===== src/rtl/uart_pkg.sv =====
// Shared UART types, default sizing and the parity helper used by TX and RX.
package uart_pkg;
  localparam int DEFAULT_DATA_WIDTH = 8;
  localparam int DEFAULT_BAUD_DIV   = 16;
  localparam int MAX_DATA_WIDTH     = 9;

  localparam logic PARITY_MODE_EVEN = 1'b0;
  localparam logic PARITY_MODE_ODD  = 1'b1;

  typedef enum logic [2:0] {
    TX_IDLE, TX_START, TX_DATA, TX_PARITY, TX_STOP
  } tx_state_e;

  typedef enum logic [2:0] {
    RX_IDLE, RX_START, RX_DATA, RX_PARITY, RX_STOP, RX_BREAK
  } rx_state_e;

  // Narrower words are zero-extended by the caller, which leaves the XOR unchanged.
  function automatic logic parity_calc(input logic [MAX_DATA_WIDTH-1:0] data, input logic odd);
    return (^data) ^ odd;
  endfunction
endpackage


===== src/rtl/uart_serial_device_if.sv =====
// Parallel handshake and serial line signals of one UART endpoint.
interface uart_serial_device_if
  import uart_pkg::*;
#(
  parameter int DATA_WIDTH = DEFAULT_DATA_WIDTH
);
  logic [DATA_WIDTH-1:0] tx_data;
  logic                  tx_valid;
  logic                  tx_ready;
  logic                  tx;
  logic                  rx;
  logic [DATA_WIDTH-1:0] rx_data;
  logic                  rx_valid;
  logic                  rx_parity_err;
  logic                  rx_framing_err;

  modport slave (
    input  tx_data, tx_valid, rx,
    output tx_ready, tx, rx_data, rx_valid, rx_parity_err, rx_framing_err
  );

  modport master (
    output tx_data, tx_valid, rx,
    input  tx_ready, tx, rx_data, rx_valid, rx_parity_err, rx_framing_err
  );
endinterface


===== src/rtl/uart_bit_timer.sv =====
// Bit-period down-counter: loads a start value and flags terminal count, parking at zero.
module uart_bit_timer
  import uart_pkg::*;
#(
  parameter  int BAUD_DIV = DEFAULT_BAUD_DIV,
  localparam int TW       = $clog2(BAUD_DIV)
) (
  input  logic          pclk,
  input  logic          areset,
  input  logic          load_i,
  input  logic [TW-1:0] load_val_i,
  output logic          tc_o
);
  logic [TW-1:0] cnt_q, cnt_d;

  always_comb begin
    cnt_d = cnt_q;
    if (load_i)
      cnt_d = load_val_i;
    else if (cnt_q != '0)
      cnt_d = cnt_q - 1'b1;
  end

  always_ff @(posedge pclk or negedge areset) begin
    if (!areset) cnt_q <= '0;
    else         cnt_q <= cnt_d;
  end

  assign tc_o = (cnt_q == '0);
endmodule


===== src/rtl/uart_serial_device.sv =====
// Full-duplex UART endpoint: TX serializer, RX deserializer and rx synchronizer.
//   state     | meaning
//   IDLE      | TX: waiting for tx_valid          RX: waiting for a low on the line
//   START     | TX: driving start bit             RX: half-bit wait, reject glitches
//   DATA      | TX/RX: shifting data, LSB first
//   PARITY    | TX/RX: parity bit (only when enabled)
//   STOP      | TX: stop bit(s)                   RX: waiting for the stop-bit centre
//   BREAK     | RX only: stop bit was low, wait for the line to return high
module uart_serial_device
  import uart_pkg::*;
#(
  parameter int DATA_WIDTH = DEFAULT_DATA_WIDTH,
  parameter int BAUD_DIV   = DEFAULT_BAUD_DIV,
  parameter int PARITY_EN  = 0,
  parameter int PARITY_ODD = 0,
  parameter int STOP_BITS  = 1
) (
  input logic                 pclk,
  input logic                 areset,
  uart_serial_device_if.slave bus
);
  localparam int TW = $clog2(BAUD_DIV);
  localparam int CW = $clog2(DATA_WIDTH + 1);
  localparam logic [TW-1:0] BIT_LOAD  = TW'(BAUD_DIV - 1);
  localparam logic [TW-1:0] HALF_LOAD = TW'(BAUD_DIV / 2 - 1);
  localparam logic [CW-1:0] LAST_DATA = CW'(DATA_WIDTH - 1);
  localparam logic [CW-1:0] LAST_STOP = CW'(STOP_BITS - 1);
  localparam logic ODD_MODE = (PARITY_ODD != 0) ? PARITY_MODE_ODD : PARITY_MODE_EVEN;

  tx_state_e             tx_state_q, tx_state_d;
  logic [DATA_WIDTH-1:0] tx_shift_q;
  logic [CW-1:0]         tx_cnt_q;
  logic                  tx_par_q, tx_rdy_q;
  logic                  tx_tc, tx_load, tx_accept, tx_bit;

  uart_bit_timer #(.BAUD_DIV(BAUD_DIV)) u_tx_timer (
    .pclk(pclk), .areset(areset), .load_i(tx_load), .load_val_i(BIT_LOAD), .tc_o(tx_tc)
  );

  assign tx_accept    = bus.tx_valid && bus.tx_ready;
  assign bus.tx_ready = tx_rdy_q && (tx_state_q == TX_IDLE);
  assign bus.tx       = tx_bit;

  always_ff @(posedge pclk or negedge areset) begin
    if (!areset) tx_state_q <= TX_IDLE;
    else         tx_state_q <= tx_state_d;
  end

  always_comb begin
    tx_state_d = tx_state_q;
    unique case (tx_state_q)
      TX_IDLE:   if (tx_accept) tx_state_d = TX_START;
      TX_START:  if (tx_tc) tx_state_d = TX_DATA;
      TX_DATA:   if (tx_tc && tx_cnt_q == LAST_DATA)
                   tx_state_d = (PARITY_EN != 0) ? TX_PARITY : TX_STOP;
      TX_PARITY: if (tx_tc) tx_state_d = TX_STOP;
      TX_STOP:   if (tx_tc && tx_cnt_q == LAST_STOP) tx_state_d = TX_IDLE;
      default:   tx_state_d = TX_IDLE;
    endcase
  end

  // Line level comes straight from the state register so reset forces it high at once.
  always_comb begin
    tx_bit  = 1'b1;
    tx_load = 1'b0;
    unique case (tx_state_q)
      TX_IDLE:   tx_load = tx_accept;
      TX_START:  begin tx_bit = 1'b0;          tx_load = tx_tc; end
      TX_DATA:   begin tx_bit = tx_shift_q[0]; tx_load = tx_tc; end
      TX_PARITY: begin tx_bit = tx_par_q;      tx_load = tx_tc; end
      TX_STOP:   tx_load = tx_tc && (tx_state_d != TX_IDLE);
      default:   ;
    endcase
  end

  always_ff @(posedge pclk or negedge areset) begin
    if (!areset) begin
      tx_shift_q <= '0;
      tx_cnt_q   <= '0;
      tx_par_q   <= 1'b0;
      tx_rdy_q   <= 1'b0;
    end else begin
      tx_rdy_q <= 1'b1;
      if (tx_accept) begin
        tx_shift_q <= bus.tx_data;
        tx_par_q   <= parity_calc(MAX_DATA_WIDTH'(bus.tx_data), ODD_MODE);
        tx_cnt_q   <= '0;
      end else if (tx_tc && tx_state_q == TX_DATA) begin
        tx_shift_q <= tx_shift_q >> 1;
        tx_cnt_q   <= (tx_cnt_q == LAST_DATA) ? '0 : tx_cnt_q + 1'b1;
      end else if (tx_tc && tx_state_q == TX_STOP && tx_cnt_q != LAST_STOP) begin
        tx_cnt_q <= tx_cnt_q + 1'b1;
      end
    end
  end

  rx_state_e             rx_state_q, rx_state_d;
  logic                  rx_meta_q, rx_sync_q;
  logic [DATA_WIDTH-1:0] rx_shift_q, rx_data_q;
  logic [CW-1:0]         rx_cnt_q;
  logic                  rx_par_q, rx_valid_q, rx_perr_q, rx_ferr_q;
  logic                  rx_tc, rx_load;
  logic [TW-1:0]         rx_load_val;

  uart_bit_timer #(.BAUD_DIV(BAUD_DIV)) u_rx_timer (
    .pclk(pclk), .areset(areset), .load_i(rx_load), .load_val_i(rx_load_val), .tc_o(rx_tc)
  );

  assign bus.rx_data        = rx_data_q;
  assign bus.rx_valid       = rx_valid_q;
  assign bus.rx_parity_err  = rx_perr_q;
  assign bus.rx_framing_err = rx_ferr_q;

  always_ff @(posedge pclk or negedge areset) begin
    if (!areset) begin
      rx_meta_q  <= 1'b1;
      rx_sync_q  <= 1'b1;
      rx_state_q <= RX_IDLE;
    end else begin
      rx_meta_q  <= bus.rx;
      rx_sync_q  <= rx_meta_q;
      rx_state_q <= rx_state_d;
    end
  end

  always_comb begin
    rx_state_d = rx_state_q;
    unique case (rx_state_q)
      RX_IDLE:   if (!rx_sync_q) rx_state_d = RX_START;
      RX_START:  if (rx_tc) rx_state_d = rx_sync_q ? RX_IDLE : RX_DATA;
      RX_DATA:   if (rx_tc && rx_cnt_q == LAST_DATA)
                   rx_state_d = (PARITY_EN != 0) ? RX_PARITY : RX_STOP;
      RX_PARITY: if (rx_tc) rx_state_d = RX_STOP;
      RX_STOP:   if (rx_tc) rx_state_d = rx_sync_q ? RX_IDLE : RX_BREAK;
      RX_BREAK:  if (rx_sync_q) rx_state_d = RX_IDLE;
      default:   rx_state_d = RX_IDLE;
    endcase
  end

  always_comb begin
    rx_load     = 1'b0;
    rx_load_val = BIT_LOAD;
    unique case (rx_state_q)
      RX_IDLE:                     begin rx_load = !rx_sync_q; rx_load_val = HALF_LOAD; end
      RX_START, RX_DATA, RX_PARITY: rx_load = rx_tc;
      default:                     ;
    endcase
  end

  always_ff @(posedge pclk or negedge areset) begin
    if (!areset) begin
      rx_shift_q <= '0;
      rx_data_q  <= '0;
      rx_cnt_q   <= '0;
      rx_par_q   <= 1'b0;
      rx_valid_q <= 1'b0;
      rx_perr_q  <= 1'b0;
      rx_ferr_q  <= 1'b0;
    end else begin
      rx_valid_q <= 1'b0;
      unique case (rx_state_q)
        RX_IDLE: rx_cnt_q <= '0;
        RX_DATA: if (rx_tc) begin
          rx_shift_q <= {rx_sync_q, rx_shift_q[DATA_WIDTH-1:1]};
          rx_cnt_q   <= rx_cnt_q + 1'b1;
        end
        RX_PARITY: if (rx_tc) rx_par_q <= rx_sync_q;
        RX_STOP: if (rx_tc) begin
          rx_data_q  <= rx_shift_q;
          rx_perr_q  <= (PARITY_EN != 0) &&
                        (rx_par_q != parity_calc(MAX_DATA_WIDTH'(rx_shift_q), ODD_MODE));
          rx_ferr_q  <= !rx_sync_q;
          rx_valid_q <= 1'b1;
        end
        default: ;
      endcase
    end
  end
endmodule


===== src/flat_wrapper.sv =====
// flat-port wrapper written by rule: the top's interface ports become plain ports
module uart_serial_device_flat import uart_pkg::*;
#(
  parameter int DATA_WIDTH = DEFAULT_DATA_WIDTH,
  parameter int BAUD_DIV   = DEFAULT_BAUD_DIV,
  parameter int PARITY_EN  = 0,
  parameter int PARITY_ODD = 0,
  parameter int STOP_BITS  = 1
)
  (pclk, areset, bus_tx_data, bus_tx_valid, bus_rx, bus_tx_ready, bus_tx, bus_rx_data, bus_rx_valid, bus_rx_parity_err, bus_rx_framing_err);
  uart_serial_device_if #(.DATA_WIDTH(DATA_WIDTH)) bus_i ();
  input logic pclk;
  input logic areset;
  input wire logic [$bits(bus_i.tx_data)-1:0] bus_tx_data;
  input wire logic [$bits(bus_i.tx_valid)-1:0] bus_tx_valid;
  input wire logic [$bits(bus_i.rx)-1:0] bus_rx;
  output wire logic [$bits(bus_i.tx_ready)-1:0] bus_tx_ready;
  output wire logic [$bits(bus_i.tx)-1:0] bus_tx;
  output wire logic [$bits(bus_i.rx_data)-1:0] bus_rx_data;
  output wire logic [$bits(bus_i.rx_valid)-1:0] bus_rx_valid;
  output wire logic [$bits(bus_i.rx_parity_err)-1:0] bus_rx_parity_err;
  output wire logic [$bits(bus_i.rx_framing_err)-1:0] bus_rx_framing_err;
  assign bus_i.tx_data = bus_tx_data;
  assign bus_i.tx_valid = bus_tx_valid;
  assign bus_i.rx = bus_rx;
  assign bus_tx_ready = bus_i.tx_ready;
  assign bus_tx = bus_i.tx;
  assign bus_rx_data = bus_i.rx_data;
  assign bus_rx_valid = bus_i.rx_valid;
  assign bus_rx_parity_err = bus_i.rx_parity_err;
  assign bus_rx_framing_err = bus_i.rx_framing_err;
  uart_serial_device #(.DATA_WIDTH(DATA_WIDTH), .BAUD_DIV(BAUD_DIV), .PARITY_EN(PARITY_EN), .PARITY_ODD(PARITY_ODD), .STOP_BITS(STOP_BITS)) u_core (.pclk(pclk), .areset(areset), .bus(bus_i));
endmodule

===== config.mk =====
export PLATFORM = sky130hd
export DESIGN_NAME = uart_serial_device_flat
export DESIGN_NICKNAME = d
export VERILOG_FILES = /design/src/rtl/uart_pkg.sv /design/src/rtl/uart_serial_device_if.sv /design/src/rtl/uart_bit_timer.sv /design/src/rtl/uart_serial_device.sv /design/src/flat_wrapper.sv
export SDC_FILE = /design/constraint.sdc
export NUM_CORES = 1
export LEC_CHECK = 0
export ABC_AREA = 1
export CAP_MARGIN = 5
export CORE_ASPECT_RATIO = 2
export CORE_MARGIN = 2
export CORE_UTILIZATION = 57
export DETAILED_ROUTE_END_ITERATION = 8
export GPL_TIMING_DRIVEN = 0
export MAX_ROUTING_LAYER = met4
export PLACE_DENSITY = 0.75
export SYNTH_ARGS = -nofsm -noshare
export SYNTH_HDL_FRONTEND = slang
export SYNTH_HIERARCHICAL = 1
export SYNTH_SLANG_ARGS = --single-unit

===== constraint.sdc =====
create_clock -name pclk -period 1.9 [get_ports pclk]
set_clock_uncertainty 0.05 [all_clocks]
set_input_delay 0.285 -clock pclk [delete_from_list [all_inputs] [get_ports pclk]]
set_output_delay 0.285 -clock pclk [all_outputs]
set_load 0.1 [all_outputs]

==> results by group <==
Setup path
  • Critical Path Start Type: flop
  • Crit path max fanout: 2
  • Worst path required time: 1.56 ns
  • Critical-path cell list: dlygate4sd2_1
  • Top cell family by delay on the critical path: buffers and inverters
  • Critical path endpoint category: output port
  • Crit path buf inv count: 1
  • Max incr delay on CP: 0.85 ns
  • Slowest-stage cell, CP: dlygate4sd2_1
  • Setup CP Type: flop to output port
  • CP arrival: 1.53 ns

Floorplan
  • Top-level port count: 25
  • Die X: 53.35 um
  • Core area: 4775 um2
  • Num rows: 36
  • Die H: 102.7 um
  • Starting density of the core: 58.15%
  • Die ar.: 5479 um2

Global routing
  • Gr usage total: 21.64%
  • Antenna violations before repair: 0
  • Vias in the first global route: 2,149
  • First-pass GRT wire length: 8.783 mm
  • GRT overflow: 0
  • Largest net degree at the start of global routing: 33

Drt
  • # DRC: 0
  • ANT nets after route: 0
  • DR vias: 2,315
  • Iteration-0 DRC count of the detailed router: 45
  • Drt pass-1 iters: 4
  • Final WL: 5.186 mm
  • DR WL/cell: 11.40 um
  • Via/cell ratio: 5.088

Yosys
  • Sequential area share after synthesis: 46.96%
  • Ys Warns: 6
  • Top-count cell post-synth: nand2_1
  • List of most frequent post-synthesis cells: nand2_1, dfrtp_1, inv_1
  • Syn avg cell area: 7.799 um2
  • Synth area leader: dfrtp_1
  • Synth Instances: 356
  • Flop and latch count out of synthesis: 52
  • Synthesized area: 2776 um2
  • Yosys cell types: 34
  • Top_reg_cell synth: dfrtp_1
  • Area share of the largest cell type after synthesis: 45.07%
  • Synth area leaders: dfrtp_1, nand2_1, inv_1
  • Asr flop ratio synth: 100.0%
  • Post-synth EDFFs: 0

Placement
  • Hpwl dp: 3.793 mm
  • Port bufs: 23
  • GPL Wtd Cong: 0.8188
  • Area after DPL: 3134 um2

Layout
  • Diodes inserted: 0
  • Final core utilization: 69.13%
  • Fin nets: 414
  • P&R area growth vs syn: 18.88%
  • Design area: 3301 um2
  • Layout cell share with drive strength beyond 1: 15.58%

Power
  • Static Leak: 1.668 nW
  • Pwr dens: 1388 nW/um2
  • Total power: 0.004580 W
  • Max IR drop VDD: 945.2 uV

Outcome
  • Status: complete, no violations

CTS
  • Clock transition at path regs: 0.10 ns
  • CTS tree: yes
  • Cts bufs inserted: 5
  • H-tree depth: 2
  • Worst-Skew Late Latency: 0.31 ns
  • Clock sinks: 52
  • CTS max path bufs: 2
  • Root buffer cell: clkbuf_8

STA
  • Worst rel slew slack: 35.99%
  • Final setup TNS: 0 ns
  • Max Freq: 537.5 MHz
  • Minimum clock period: 1.861 ns
  • Final setup viols: 0
  • Hold Violations, Final: 0
  • Tightest Pin Transition: 0.9639 ns
  • Hold slack: 0.3107 ns
  • Crit share post-route: 97.92%
  • Max-slew violations: 0

Flow run
  • # Max-Cap Violations: 0

Hold path
  • Hold Path Class: flop to flop
-- placed cells by master (no fill, tap or decap), types with 2 or more instances in the layout --
cell type,instances
o211ai_1,5
inv_2,6
clkbuf_8,5
o21ai_1,14
buf_2,4
nand3_2,4
xnor2_1,4
buf_12,2
dfstp_2,2
conb_1,9
dlygate4sd2_1,6
nor2_1,15
o21ai_0,20
clkdlybuf4s50_1,10
nand2_2,5
nand3_1,20
buf_6,3
inv_1,43
o21ai_2,8
ha_4,2
dfrtp_1,48
nor2_2,4
dfrtp_2,2
nor3_2,2
nand2_1,121
clkdlybuf4s15_1,4
a21oi_1,3
buf_4,4
ha_1,3
nand4_1,4
-- report_power, final --
part           internal (W)  switching [W]
clock              0.000262       0.000375
combinational      0.000793        0.00143
sequential          0.00143       0.000287
total               0.00249        0.00209
-- stage by stage --
step | setup slack, ns | instances
6_report | 0.03946 | 455
5_1_grt | -0.009605 | 455
4_1_cts | -0.003804 | 454
3_5_place_dp | -0.5480 | 444
3_3_place_gp | -0.9476 | 443
2_1_floorplan | 0.02083 | 363
-- layout make-up --
class                      instances  area, um2
inverter                          50      190.2
multi-input combinational        253       1313
sequential                        52       1306
clock inverter                     3      21.27
tap                               57      71.32
clock buffer                       5      68.82
buffer                             8      62.56
timing repair buffer              27      267.8
fill                             387       1474
-- worst register-to-register path: cells and delay by family, from the launching register on --
| kind | cells | cell delay, ns |
|---|---|---|
| simple gates | 3 | 0.25 |
| fa+ha+maj | 1 | 0.16 |
| buf+inv | 3 | 0.34 |
| flops | 1 | 0.39 |
| compound gates | 3 | 0.46 |
-- metal layers --
| metal | up-vias | share of wire, % | global-route usage (%) |
|---|---|---|---|
| met4 | 0 | 2.0 | 8.876 |
| li1 | 1204 | - | - |
| met5 | - | 0 | - |
| met2 | 40 | 50 | 34.95 |
| met3 | 9 | 3.2 | 3.623 |
| met1 | 1062 | 45 | 26.32 |
-- repair_timing --
item | 4_1_cts | 5_1_grt
buffers inserted | 1 | 1
resized for setup | 28 | 16
setup endpoints to repair | 20 | 21
gates cloned | 0 | 0
hold endpoints to repair | 18 | 0
hold buffers | 1 | 0
pin swaps | 1 | 1
-- state kept, by name (all words and copies together) (netlist names) --
| register | cells |
|---|---|
| u_core/u_rx_timer/cnt_q | 4 |
| u_core/tx_cnt_q | 4 |
| u_core/bus.rx_framing_err | 1 |
| u_core/rx_cnt_q | 4 |
| u_core/rx_shift_q | 8 |
| u_core/tx_rdy_q | 1 |
| u_core/u_tx_timer/cnt_q | 4 |
| u_core/tx_state_q | 3 |
| u_core/rx_sync_q | 1 |
| u_core/bus.rx_valid | 1 |
| u_core/rx_meta_q | 1 |
| u_core/tx_par_q | 1 |
| u_core/tx_shift_q | 8 |
| u_core/rx_state_q | 3 |
| u_core/bus.rx_data | 8 |
-- kinds of logic after synthesis --
| family | Yosys count | share of synthesized area (%) |
|---|---|---|
| AOI/OAI and AO/OA | 54 | 11.49 |
| xor gates and xnor gates | 5 | 1.577 |
| adders and majority gates | 5 | 2.253 |
| buffers and inverters | 58 | 9.103 |
| DFF | 52 | 46.96 |
| other | 2 | 0.2705 |
| and+or+nand+nor | 180 | 28.35 |
-- worst paths after layout --
path / startpoint / end / slack (ns) / cells past startpoint
max in group asynchronous: areset / u_core/tx_state_q[1] / 0.84 / 3
max: u_core/bus.rx_data[7] / bus_rx_data[7] / 0.04 / 1
min: u_core/rx_meta_q / u_core/rx_sync_q / 0.31 / 0
min reg2reg: u_core/rx_meta_q / u_core/rx_sync_q / 0.31 / 0
max reg2reg: u_core/u_rx_timer/cnt_q[1] / u_core/u_rx_timer/cnt_q[1] / 0.15 / 10
min in group asynchronous: areset / u_core/bus.rx_data[2] / 0.42 / 2
Note: power is estimated with default switching activity, not from simulation.
